## config.mk

```make
export PLATFORM = sky130hd
export DESIGN_NAME = ifetch_rv32i
export DESIGN_NICKNAME = d
export VERILOG_FILES = /design/src/rtl/rv32i_pkg.sv /design/src/rtl/pc_reg_rv32i.sv /design/src/rtl/ifetch_rv32i.sv
export SDC_FILE = /design/constraint.sdc
export NUM_CORES = 1
export LEC_CHECK = 0
export CORE_MARGIN = 2
export CORE_UTILIZATION = 40
export DETAILED_ROUTE_END_ITERATION = 16
export PLACE_DENSITY = 0.7
export SLEW_MARGIN = 20
export SYNTH_ARGS = -nofsm -noshare
export SYNTH_HDL_FRONTEND = slang
export SYNTH_SLANG_ARGS = --single-unit
```

## constraint.sdc

```tcl
create_clock -name i_clock -period 3.2 [get_ports i_clock]
set_clock_uncertainty 0.1 [all_clocks]
set_input_delay 0.64 -clock i_clock [delete_from_list [all_inputs] [get_ports i_clock]]
set_output_delay 0.64 -clock i_clock [all_outputs]
set_load 0.05 [all_outputs]
```

## src/rtl/rv32i_pkg.sv

```systemverilog
// Shared definitions for the RV32I instruction-fetch slice: FSM state
// encoding, PC increment and the default reset vector.
package rv32i_pkg;

   typedef enum logic [2:0] {
      ST_IDLE  = 3'd0,
      ST_REQ   = 3'd1,
      ST_WAIT  = 3'd2,
      ST_HOLD  = 3'd3,
      ST_DRAIN = 3'd4
   } fetch_state_e;

   localparam int          PC_INC       = 4;
   localparam logic [31:0] DEF_RESET_PC = 32'h0000_0000;

endpackage

```

## src/rtl/pc_reg_rv32i.sv

```systemverilog
// Program counter: redirect (word-aligned, flags misalignment), sequential
// increment and the combinational pc+4 used by the next-PC mux.
module pc_reg_rv32i
   import rv32i_pkg::*;
#(
   parameter int               WIDTH    = 32,
   parameter logic [WIDTH-1:0] RESET_PC = WIDTH'(DEF_RESET_PC)
) (
   input  logic             i_clock,
   input  logic             i_reset,
   input  logic             i_redirect,
   input  logic [WIDTH-1:0] i_target,
   input  logic             i_advance,
   output logic [WIDTH-1:0] o_pc,
   output logic [WIDTH-1:0] o_pc_plus4,
   output logic             o_fetch_err
);

   logic [WIDTH-1:0] r_pc;
   logic             r_fetch_err;
   logic [WIDTH-1:0] w_target_aligned;
   logic             w_misaligned;

   assign w_target_aligned = {i_target[WIDTH-1:2], 2'b00};
   assign w_misaligned     = |i_target[1:0];
   assign o_pc_plus4       = r_pc + WIDTH'(PC_INC);
   assign o_pc             = r_pc;
   assign o_fetch_err      = r_fetch_err;

   always_ff @(posedge i_clock) begin
      if (i_reset) begin
         r_pc        <= RESET_PC;
         r_fetch_err <= 1'b0;
      end else begin
         r_fetch_err <= i_redirect & w_misaligned;
         if (i_redirect)
            r_pc <= w_target_aligned;
         else if (i_advance)
            r_pc <= o_pc_plus4;
      end
   end

endmodule

```

## src/rtl/ifetch_rv32i.sv

```systemverilog
// RV32I fetch stage: single-outstanding instruction-memory request FSM and
// the IF/ID pipeline register, with flush on redirect and hold on stall.
module ifetch_rv32i
   import rv32i_pkg::*;
#(
   parameter int               WIDTH    = 32,
   parameter logic [WIDTH-1:0] RESET_PC = WIDTH'(DEF_RESET_PC)
) (
   input  logic             i_clock,
   input  logic             i_reset,
   input  logic             i_redirect,
   input  logic [WIDTH-1:0] i_pc_target,
   output logic [WIDTH-1:0] o_pc_plus4,
   input  logic             i_stall,
   output logic             o_imem_req,
   output logic [WIDTH-1:0] o_imem_addr,
   input  logic             i_imem_valid,
   input  logic [WIDTH-1:0] i_imem_rdata,
   output logic             o_if_valid,
   output logic [WIDTH-1:0] o_if_pc,
   output logic [WIDTH-1:0] o_if_instr,
   output logic             o_fetch_err
);

   fetch_state_e     r_state;
   fetch_state_e     w_state_nxt;
   logic [WIDTH-1:0] w_pc;
   logic [WIDTH-1:0] r_buf;
   logic             r_if_valid;
   logic [WIDTH-1:0] r_if_pc;
   logic [WIDTH-1:0] r_if_instr;
   logic             w_imem_req;
   logic             w_advance;
   logic             w_load;
   logic [WIDTH-1:0] w_load_data;
   logic             w_buf_we;

   pc_reg_rv32i #(
      .WIDTH    (WIDTH),
      .RESET_PC (RESET_PC)
   ) u_pc_reg (
      .i_clock     (i_clock),
      .i_reset     (i_reset),
      .i_redirect  (i_redirect),
      .i_target    (i_pc_target),
      .i_advance   (w_advance),
      .o_pc        (w_pc),
      .o_pc_plus4  (o_pc_plus4),
      .o_fetch_err (o_fetch_err)
   );

   always_ff @(posedge i_clock) begin
      if (i_reset)
         r_state <= ST_IDLE;
      else
         r_state <= w_state_nxt;
   end

   always_comb begin
      w_state_nxt = r_state;
      w_imem_req  = 1'b0;
      w_advance   = 1'b0;
      w_load      = 1'b0;
      w_load_data = r_buf;
      w_buf_we    = 1'b0;
      unique case (r_state)
         ST_IDLE: w_state_nxt = ST_REQ;
         ST_REQ: begin
            if (!i_redirect && !i_stall) begin
               w_imem_req  = 1'b1;
               w_state_nxt = ST_WAIT;
            end
         end
         ST_WAIT: begin
            if (i_redirect) begin
               w_state_nxt = i_imem_valid ? ST_REQ : ST_DRAIN;
            end else if (i_imem_valid) begin
               if (i_stall) begin
                  w_buf_we    = 1'b1;
                  w_state_nxt = ST_HOLD;
               end else begin
                  w_load      = 1'b1;
                  w_load_data = i_imem_rdata;
                  w_advance   = 1'b1;
                  w_state_nxt = ST_REQ;
               end
            end
         end
         ST_HOLD: begin
            if (i_redirect) begin
               w_state_nxt = ST_REQ;
            end else if (!i_stall) begin
               w_load      = 1'b1;
               w_advance   = 1'b1;
               w_state_nxt = ST_REQ;
            end
         end
         // A response coinciding with a further redirect still retires the
         // stale request, so leave DRAIN rather than wait for a second one.
         ST_DRAIN: begin
            if (i_imem_valid)
               w_state_nxt = ST_REQ;
         end
         default: w_state_nxt = ST_IDLE;
      endcase
   end

   always_ff @(posedge i_clock) begin
      if (i_reset) begin
         r_if_valid <= 1'b0;
         r_if_pc    <= '0;
         r_if_instr <= '0;
      end else if (i_redirect) begin
         r_if_valid <= 1'b0;
      end else if (w_load) begin
         r_if_valid <= 1'b1;
         r_if_pc    <= w_pc;
         r_if_instr <= w_load_data;
      end else if (!i_stall) begin
         r_if_valid <= 1'b0;
      end
   end

   always_ff @(posedge i_clock) begin
      if (i_reset)
         r_buf <= '0;
      else if (w_buf_we)
         r_buf <= i_imem_rdata;
   end

   assign o_imem_req  = w_imem_req & ~i_reset;
   assign o_imem_addr = w_pc;
   assign o_if_valid  = r_if_valid;
   assign o_if_pc     = r_if_pc;
   assign o_if_instr  = r_if_instr;

endmodule

```

==> results.yml <==
run_status:
  status: "complete, no violations"
setup_path:
  required_ns: 2.46
  ff2ff_path_depth: 6
  cp.arrival_ns: 2.30
  path_class: "reg -> out"
  cp-start-kind: "register"
  end_kind: "output port"
  cp_max_fo: 8
grt:
  grt_pass1_wl_um: 27140
  grt_overflow: 0
  grt_pass1_vias: 5312
  antenna_found_initial: 0
  track_usage_pct: 21.41
  grt_max_degree: 73
final_layout:
  layout-drive-gt1-share_pct: 13.22
  fin_util_pct: 62.21
  antenna-diode-count: 0
  area_growth_pct: 53.83
  final_nets: 974
sta:
  fmax_mhz: 328.5
  hold_viol_final: 0
  setup_viol: 0
  min_period_ns: 3.044
  finalCritPeriodShare_pct: 95.13
  rsz0062_at_grt: "no"
  slew_headroom_pct: 58.32
  tightest_slew_ns: 0.6195
  fin_setup_tns_ns: 0
  drv_slew: 0
  whs_ns: 0.3519
clocking:
  tritoncts: "done"
  clk_pin_slew_ns: 0.05
  cts_made_buffers: 17
  ctsHoldBuffers: 0
  postCtsSetupBuffers: 0
  cts_root_buffer: "clkbuf_16"
  h-tree-depth: 4
  cts_max_path_buffers: 2
  clock_sinks: 129
  insertion_delay_ns: 0.41
  post_cts_resized: 2
synth:
  synth_top_family_by_area: "simple AND/OR/NAND/NOR gates"
  synth_seq_area_share_pct: 44.44
  synth_edf_count: 0
  synthAdderAreaFrac_pct: 0.2153
  synthArstFlopShare_pct: 0
  ys.flop_type: "dfxtp_1"
  ys_seq_elements: 129
  yosysMostFrequentCell: "nand2_1"
  syn-instance-count: 723
  yosysUniqueCellTypes: 46
  synth_area_per_cell_sq_um: 8.037
  synth_compound_area_share_pct: 19.77
  ys.warnings.count: 0
  synthTopCellsByArea: "dfxtp_1 (44%), nand2_1 (10%), a21oi_1 (7.3%), mux2i_1 (5.7%), a211oi_1 (4.1%)"
  yosys.area_share.simple_pct: 20.26
  synth_top_area_share_pct: 44.44
  muxShareOfSynthArea_pct: 5.685
  synth_xor_area_share_pct: 3.919
  synth.cell_area_sq_um: 5811
  synth.largest_area_cell: "dfxtp_1"
  synth_common_cells: "nand2_1 (160), dfxtp_1 (129), a21oi_1 (85)"
detailed_routing:
  drtPass1Iterations: 5
  wirelength_um: 16870
  vias_per_cell: 5.220
  wire_per_inst_um: 15.35
  vias: 5737
  ant_nets: 0
  drtIter0Drc: 286
  drc: 0
power_and_ir_drop:
  p_total_w: 0.004300
  static-leakage-power_nw: 3.384
  irDropWorstVdd_uv: 367.9
  power_density_nw_per_um2: 481.0
floorplanning:
  initial_core_util_pct: 40.44
  rows: 44
  die_x_um: 124.5
  core_sq_um: 14370
  dieArea_sq_um: 15510
  die_h_um: 124.5
  ios: 200
placed_design:
  hpwl_um: 11330
  portBuffers: 193
  gp_congestion: 0.7872
worst_hold_path:
  holdPathStages: 2
  hold_class: "reg -> reg"
run:
  maxCapViolCount: 0
==> power by group <==
| part | switching, W | internal, W | total, W |
|---|---|---|---|
| combinational | 0.000342 | 0.000244 | 0.000586 |
| sequential | 0.0000403 | 0.00164 | 0.00168 |
| clock | 0.000698 | 0.00134 | 0.00204 |
==> cell families (layout without fill, tap and decap cells) <==
kind of cell,count (synthesis),in the layout
buffers and inverters,77,264
AO/OA/AOI/OAI,186,186
multiplexers,33,33
XOR/XNOR,26,26
adder cells (fa/ha/maj),1,1
other,1,6
flip-flops,129,129
AND/OR/NAND/NOR,270,270
==> state kept, by name, indices dropped and copies added (netlist names) <==
| signal | count |
|---|---|
| u_pc_reg.o_fetch_err | 1 |
| u_pc_reg.o_pc | 30 |
| r_state | 3 |
| o_if_instr | 32 |
| o_if_valid | 1 |
| o_if_pc | 30 |
| r_buf | 32 |
==> critical path, cell delays in order, from the launching register on <==
cell and delay (ns):
dfxtp_1 0.49, nand4_4 0.22, nor3_2 0.26, buf_4 0.17, nand3_1 0.16, nor2_1 0.21
xor2_2 0.21, buf_12 0.16
==> cell type report <==
type | instances | area (sq um)
Inverter | 8 | 30.03
Fill cell | 1263 | 5430
Timing Repair Buffer | 226 | 2420
Tap cell | 184 | 230.2
Sequential cell | 129 | 2587
Clock inverter | 9 | 157.7
Multi-Input combinational cell | 522 | 3053
Clock buffer | 21 | 460.4
==> cells in the final DEF, fill, tap and decap left out, drive strengths merged, types with 3 or more instances in the layout <==
| cell | instances |
|---|---|
| clkbuf | 21 |
| clkinv | 3 |
| o21ai | 18 |
| a21oi | 85 |
| xor2 | 9 |
| nor3 | 10 |
| clkdlybuf4s50 | 164 |
| o2bb2ai | 3 |
| inv | 8 |
| a21o | 3 |
| nand4 | 8 |
| nand2 | 160 |
| and2 | 3 |
| or3 | 6 |
| a41oi | 5 |
| nor2 | 56 |
| nor4 | 8 |
| dfxtp | 129 |
| xnor2 | 17 |
| a211oi | 32 |
| bufinv | 4 |
| and3 | 4 |
| o31a | 6 |
| conb | 6 |
| a31oi | 13 |
| mux2i | 33 |
| buf | 60 |
| nand3 | 11 |
| a22oi | 12 |
==> final timing paths <==
| kind | end | slack (ns) | start |
|---|---|---|---|
| min | r_buf[1] | 0.35 | r_buf[1] |
| max | o_pc_plus4[29] | 0.16 | u_pc_reg.o_pc[8] |
| max reg2reg | u_pc_reg.o_pc[13] | 0.90 | r_state[1] |
| min reg2reg | r_buf[1] | 0.35 | r_buf[1] |
==> routing by layer <==
| metal | wire length, um | track usage (%) | part of all wire (%) | up-vias |
|---|---|---|---|---|
| met1 | 7706 | 28.74 | 46 | 2679 |
| met5 | 0 | 0 | 0 | - |
| met3 | 906 | 5.198 | 5.4 | 28 |
| li1 | - | - | - | 2863 |
| met2 | 7814 | 32.95 | 46 | 167 |
| met4 | 442 | 8.989 | 2.6 | 0 |
==> metrics by stage <==
stage | cell area (sq um) | worst slack [ns] | instances
2_1_floorplan | 5933 | 0.01204 | 728
4_1_cts | 8916 | 0.04489 | 1099
5_1_grt | 8939 | 0.04075 | 1099
3_3_place_gp | 8300 | 0.3550 | 1069
3_5_place_dp | 8300 | 0.3053 | 1069
6_report | 8939 | 0.1557 | 1099
Power figures use the tool's default switching activity.
